[src/rtl/mem_arbiter.sv]
// Two-port round-robin arbiter in front of a single-port synchronous RAM.
// Port A is a read-only fetch port; port B is a load/store data port.
module mem_arbiter (
  input  logic        clk,
  input  logic        resetn,
  input  logic        a_req,
  input  logic [31:0] a_addr,
  output logic        a_gnt,
  output logic        a_rvalid,
  output logic [31:0] a_rdata,
  input  logic        b_req,
  input  logic [31:0] b_addr,
  input  logic [31:0] b_wdata,
  input  logic [3:0]  b_wmask,
  output logic        b_gnt,
  output logic        b_rvalid,
  output logic [31:0] b_rdata,
  output logic [31:0] mem_addr,
  output logic        mem_rd_en,
  output logic [31:0] mem_wdata,
  output logic [3:0]  mem_wmask,
  input  logic [31:0] mem_rdata
);

  // last_b_q set means B won most recently, so A wins the next tie.
  logic        last_b_q, last_b_d;
  logic        tag_valid_q, tag_valid_d;
  logic        tag_b_q, tag_b_d;
  logic [31:0] a_rdata_q, b_rdata_q;
  logic        grant_a, grant_b;
  logic        b_write;

  assign b_write = (b_wmask != 4'b0000);

  always_comb begin
    grant_a = 1'b0;
    grant_b = 1'b0;
    if (resetn) begin
      if (a_req && b_req) begin
        grant_a = last_b_q;
        grant_b = !last_b_q;
      end else begin
        grant_a = a_req;
        grant_b = b_req;
      end
    end
  end

  assign a_gnt = grant_a;
  assign b_gnt = grant_b;

  always_comb begin
    mem_addr  = grant_b ? b_addr : a_addr;
    mem_wdata = b_wdata;
    mem_rd_en = grant_a || (grant_b && !b_write);
    mem_wmask = grant_b ? b_wmask : 4'b0000;
  end

  always_comb begin
    last_b_d = last_b_q;
    if (grant_a) begin
      last_b_d = 1'b0;
    end else if (grant_b) begin
      last_b_d = 1'b1;
    end
    tag_valid_d = mem_rd_en;
    tag_b_d     = grant_b;
  end

  // Gating with resetn drops a response whose reset lands in its delivery cycle.
  assign a_rvalid = resetn && tag_valid_q && !tag_b_q;
  assign b_rvalid = resetn && tag_valid_q && tag_b_q;

  assign a_rdata = a_rvalid ? mem_rdata : a_rdata_q;
  assign b_rdata = b_rvalid ? mem_rdata : b_rdata_q;

  always_ff @(posedge clk) begin
    if (!resetn) begin
      last_b_q    <= 1'b1;
      tag_valid_q <= 1'b0;
      tag_b_q     <= 1'b0;
      a_rdata_q   <= 32'h0;
      b_rdata_q   <= 32'h0;
    end else begin
      last_b_q    <= last_b_d;
      tag_valid_q <= tag_valid_d;
      tag_b_q     <= tag_b_d;
      if (a_rvalid) begin
        a_rdata_q <= mem_rdata;
      end
      if (b_rvalid) begin
        b_rdata_q <= mem_rdata;
      end
    end
  end

endmodule

[config.mk]
export PLATFORM = sky130hd
export DESIGN_NAME = mem_arbiter
export DESIGN_NICKNAME = d
export VERILOG_FILES = /design/src/rtl/mem_arbiter.sv
export SDC_FILE = /design/constraint.sdc
export NUM_CORES = 1
export LEC_CHECK = 0
export ABC_AREA = 0
export BUFFER_PORTS_ARGS = -buffer_cell sky130_fd_sc_hd__buf_2
export CAP_MARGIN = 20
export CORE_MARGIN = 5
export CORE_UTILIZATION = 33
export DETAILED_ROUTE_END_ITERATION = 7
export MAX_ROUTING_LAYER = met4
export PLACE_DENSITY = 0.71
export SLEW_MARGIN = 20
export SYNTH_ARGS = -nofsm -noshare
export SYNTH_HDL_FRONTEND = slang
export SYNTH_SLANG_ARGS = --single-unit
export TNS_END_PERCENT = 100
[constraint.sdc]
create_clock -name clk -period 2 [get_ports clk]
set_input_delay 0.4 -clock clk [delete_from_list [all_inputs] [get_ports clk]]
set_output_delay 0.4 -clock clk [all_outputs]
set_load 0.02 [all_outputs]
# Word level (Yosys, flattened, before mapping)
# Index checks and enable logic that the tools add are counted.
dict set report op_classes {
  mul 0
  n_bitwise 0
  reduce_logical 11
  shifts 0
  mux 10
  div 0
  addsub 0
  n_eq_ne 0
  n_lt_le_gt_ge 0
}
# cell count
set op_table {}
lappend op_table {{$mux W32} 3}
lappend op_table {{$mux W1} 6}
lappend op_table {{$logic_and A1 B1 Y1} 5}
lappend op_table {{$mux W4} 1}
lappend op_table {{$reduce_bool A4 Y1} 1}
lappend op_table {{$logic_not A1 Y1} 3}
lappend op_table {{$reduce_bool A2 Y1} 1}
lappend op_table {{$logic_or A1 B1 Y1} 1}
dict set report word_totals {
  output_inout_bits 137
  mem_bits_ro 0
  regBits 67
  elab_cells 26
  inputBits 136
  latchBits 0
  mem_bits_rw 0
  memories 0
}

# Depth between registers and ports, before layout
dict set report depth {
  word_depth 5
  mapped_depth 5
  mapped_depth_nobuf 3
}

# Worst setup path after synthesis
# No wires, ideal clock.
dict set report synth_timing {
  kind {input port to output port}
  start {input port resetn}
  end {output port mem_rd_en}
  path_slack_ns 0.187
  path_stages 5
  required_ns 1.600
  path_buffers 2
  t_arrival_ns 1.413
  path_cell_list {buf_4 > buf_2 > nand2_1 > a21oi_1 > a21o_1}
}
# element line_no
set synth_lines {}
lappend synth_lines {{from (decl)} 5} ;# input logic resetn,
lappend synth_lines {{$mux W1} 38} ;# if (resetn) begin
lappend synth_lines {{via a_gnt} 8} ;# output logic a_gnt,
lappend synth_lines {{$logic_or A1 B1 Y1} 55} ;# mem_rd_en = grant_a || (grant_b && !b_write);
lappend synth_lines {{to (decl)} 19} ;# output logic mem_rd_en,
# The timed path passes the listed nets, and every way through them passes these cells.

# Worst setup path in the final report
dict set report layout_timing {
  start {register last_b_q}
  end {output port mem_addr[31]}
}
dict set report layout_between {
  elab_chain_len 4
}
# element line_no
set layout_lines {}
lappend layout_lines {{from (decl)} 26} ;# logic last_b_q, last_b_d;
lappend layout_lines {{from (signal assigned)} 85} ;# last_b_q <= last_b_d;
lappend layout_lines {{$logic_not A1 Y1} 41} ;# grant_b = !last_b_q;
lappend layout_lines {{$mux W1} 39} ;# if (a_req && b_req) begin
lappend layout_lines {{$mux W1} 38}
lappend layout_lines {{$mux W32} 53} ;# mem_addr = grant_b ? b_addr : a_addr;
lappend layout_lines {{to (decl)} 18} ;# output logic [31:0] mem_addr,
# Every way passes these cells.

==> impl_results.md <==
* Syn-to-layout area delta at 42.0%
* Post-layout min period at around 2 ns
* Detail Route met2 WL at 7000 um
* PwrDens at between 600 and 700 nW/um^2
* CTS Sinks at 67
* CTS tree: done
* #FFs+latches synth at 67
* Status: finished, violations left
* Fraction of synthesized cell area in xor and xnor cells at 0%
* Die area at around 15000 sq um
* DR vias at about 3.7k
* DP HPWL at 10000 um
* Vias in the first global route at 3548
* GRT overflow at 0
* Ys Warns at 0
* Worst hold start: mem_rdata[17]
* First DRT Iteration DRCs at between 150 and 200
* Clock Skew at between 0.007 and 0.008 ns
* Routability congestion estimate at roughly 0.83
* First-pass GRT wire length at around 19000 um
* CTS Buf Count at 9
* Crit path required time at 1.60 ns
* Crit. Startpoint: last_b_q
* Design Area, Final at roughly 5900 sq um
* Row count at 41
* Post-Synthesis Cells at about 440
* Setup_tns at -0.491 ns
* Top Metal Used: met4
* Max frequency at about 0.49 GHz
* Crit end category: primary output
* Die W at 122 um
* Worst Max-Slew Pin Slew at about 0.34 ns
* Chip height at ~120 um
* Most frequent cells in the layout: 162 x buf_2, 131 x nand2_1, 64 x dfxtp_1, 60 x a21boi_1, 52 x mux2_4
* Critical path's most frequent cell: buf_6
* WS Path Type: flop to primary output
* Final Hold Vio Count at 0
* Overall Global Routing Usage at 17.2%
* Startpoint types: flop
* Max-slew violations at 0
* Fillers at 1187
* Crit path cell chain: nand2_2, and3_4, buf_6, mux2_2, buf_6
* Area fraction in compound gates after synthesis at around an eighth
* Failing checks: setup timing
* Rel. slew slack at 77.3%
* Post-Syn Nets at around 580
* Fin crit share at 103%
* Area post-placement at 5130 sq um
* Peak VDD IR at 0.323 mV
* Largest net degree at the start of global routing at 35
* Max_cap viols at 0
* Share of layout cells above drive strength 1 at between 50% and 60%
* Worst EP arrival at around 1.7 ns
* DR DRC count at 0
* Sequential area share after synthesis at approximately 32%
* Synthesized-area fraction occupied by and/or/nand/nor cells at between 10 and 15%
* Routed wl met3 at around 1000 um
* Fin worst setup slack at -0.0546 ns
* H-tree depth at 3
* Largest family of logic cells by synthesized area: multiplexers
* Average vias per placed instance at roughly 4.6
* Clk slew on worst S/H paths at roughly 0.060 ns
* Slowest stage cell on the critical path: mux2_2
* Nets@finish at roughly 760
* Adder-cell share of the synthesized area at 0%
* Longest Clk Path Bufs at 2
* Multiplexer share of the synthesized area at between 20% and 30%
* Core area at between 10000 and 15000 sq um
* Starting Density at roughly a third
* Port Buffers at between 200 and 250
* Mean Syn Cell Area at 9.39 sq um
* Clock latency on the worst-skew pair at approximately 0.32 ns
* Clk root buf: clkbuf_16
* Synthesized cell area at around 4100 sq um
* ANT nets after route at 0
* CP max FO at 7
* RSZ-0062 raised after global routing: yes
* Wire per inst at 16.6 um
* CP max stage delay at between 0.3 and 0.4 ns
* Pre-antenna DRT Iters at 4
* Commonest non-fill, non-tap cell in the layout: buf_2
* # setup viols final at 17
* Final WL at roughly 13000 um
* Met1 Wirelength at between 5000 and 6000 um
* Initial antenna violation count at 2
* Pleak at 2.90 nW
* Hold Path Class: input port to flop
* Fin util at a little under half
* Yosys cell types at 23
* Worst flop-to-flop path startpoint: tag_valid_q
* Ports at 273
[per-stage QoR]
step / setup WS (ns) / hold WS (ns) / power [mW] / cells
final: -0.0546 / 0.342 / 3.69 / 803
after CTS: -0.0459 / 0.326 / 3.66 / 794
after global routing: -0.100 / 0.334 / 3.85 / 803
after global placement: 0.0961 / 0.438 / 2.19 / 778
after floorplan: 0.187 / 0.432 / 1.98 / 442
after detailed placement: 0.0946 / 0.442 / 2.20 / 778
[worst max-delay path: cells and delay by family (launching register included)]
| kind | cells | cell delay (ns) |
|---|---|---|
| multiplexers | 1 | 0.37 |
| flip-flops | 1 | 0.33 |
| AND/OR/NAND/NOR | 2 | 0.33 |
| buffers and inverters | 2 | 0.30 |
[sequential cells by signal, indices dropped and copies added (netlist names)]
register / flops
last_b_q: 1
b_rdata_q: 32
tag_b_q: 1
a_rdata_q: 32
tag_valid_q: 1
[area by class of cell]
| type | instances | area, sq um | area share (%) |
|---|---|---|---|
| tap | 172 | 215 | 3.65 |
| inverter | 3 | 11.3 | 0.191 |
| multi-input combinational | 308 | 2390 | 40.5 |
| sequential | 67 | 1350 | 22.9 |
| clock buffer | 12 | 246 | 4.18 |
| clock inverter | 3 | 15.0 | 0.255 |
| timing repair buffer | 237 | 1670 | 28.3 |
| antenna | 1 | 2.50 | 0.0425 |
[path summary, 6_finish.rpt]
path / cells past startpoint / end / slack (ns)
setup / recovery: 5 / mem_addr[31] / -0.05
hold / removal: 3 / b_rdata_q[17] / 0.34
setup reg to reg: 5 / b_rdata_q[31] / 0.82
hold reg to reg: 2 / a_rdata_q[27] / 0.45
[report_power, final]
part,switching [mW],internal (mW),total [mW]
clock,0.546,0.859,1.40
sequential,0.0241,1.38,1.41
combinational,0.441,0.439,0.879
total,1.01,2.68,3.69
[cells by family (layout without fill, tap and decap cells)]
kind of cell / Yosys count / after routing
buf+inv: 67 / 255
mux: 96 / 96
flops: 67 / 67
compound gates: 68 / 68
simple gates: 144 / 144
other cells: 0 / 1
[Yosys cell counts]
library cell  count  share of area (%)
a21boi_0          4               0.72
a21boi_1         60                 11
a21o_1            2               0.36
a21oi_1           1               0.12
and2_1            5               0.75
and3_1            1               0.15
and3_4            1               0.27
buf_2             4               0.48
buf_4            37                6.7
buf_6            14                3.8
clkbuf_1          9               0.81
dfxtp_1          67                 32
inv_1             3               0.27
mux2_1            2               0.54
mux2_2           62                 17
mux2_4           32                 12
nand2_1         132                 12
nand2b_1          1               0.15
nand3_4           1               0.42
nand3b_4          1               0.48
nor2b_1           1               0.15
nor4_1            1               0.15
o21ai_0           1               0.12
[repair_timing]
item	in CTS	in global routing
buffers inserted	1	5
endpoints found under the setup margin	93	90
hold buffers	0	0
gates cloned	0	3
pin swaps	1	2
gates resized for setup	32	95
[metal layers]
metal	track usage [%]	vias up
li1	-	1815
met1	19.0	1669
met2	30.1	164
met3	4.87	16
met4	5.04	0
met5	-	-
No activity file was read; power rests on OpenSTA's default activity.
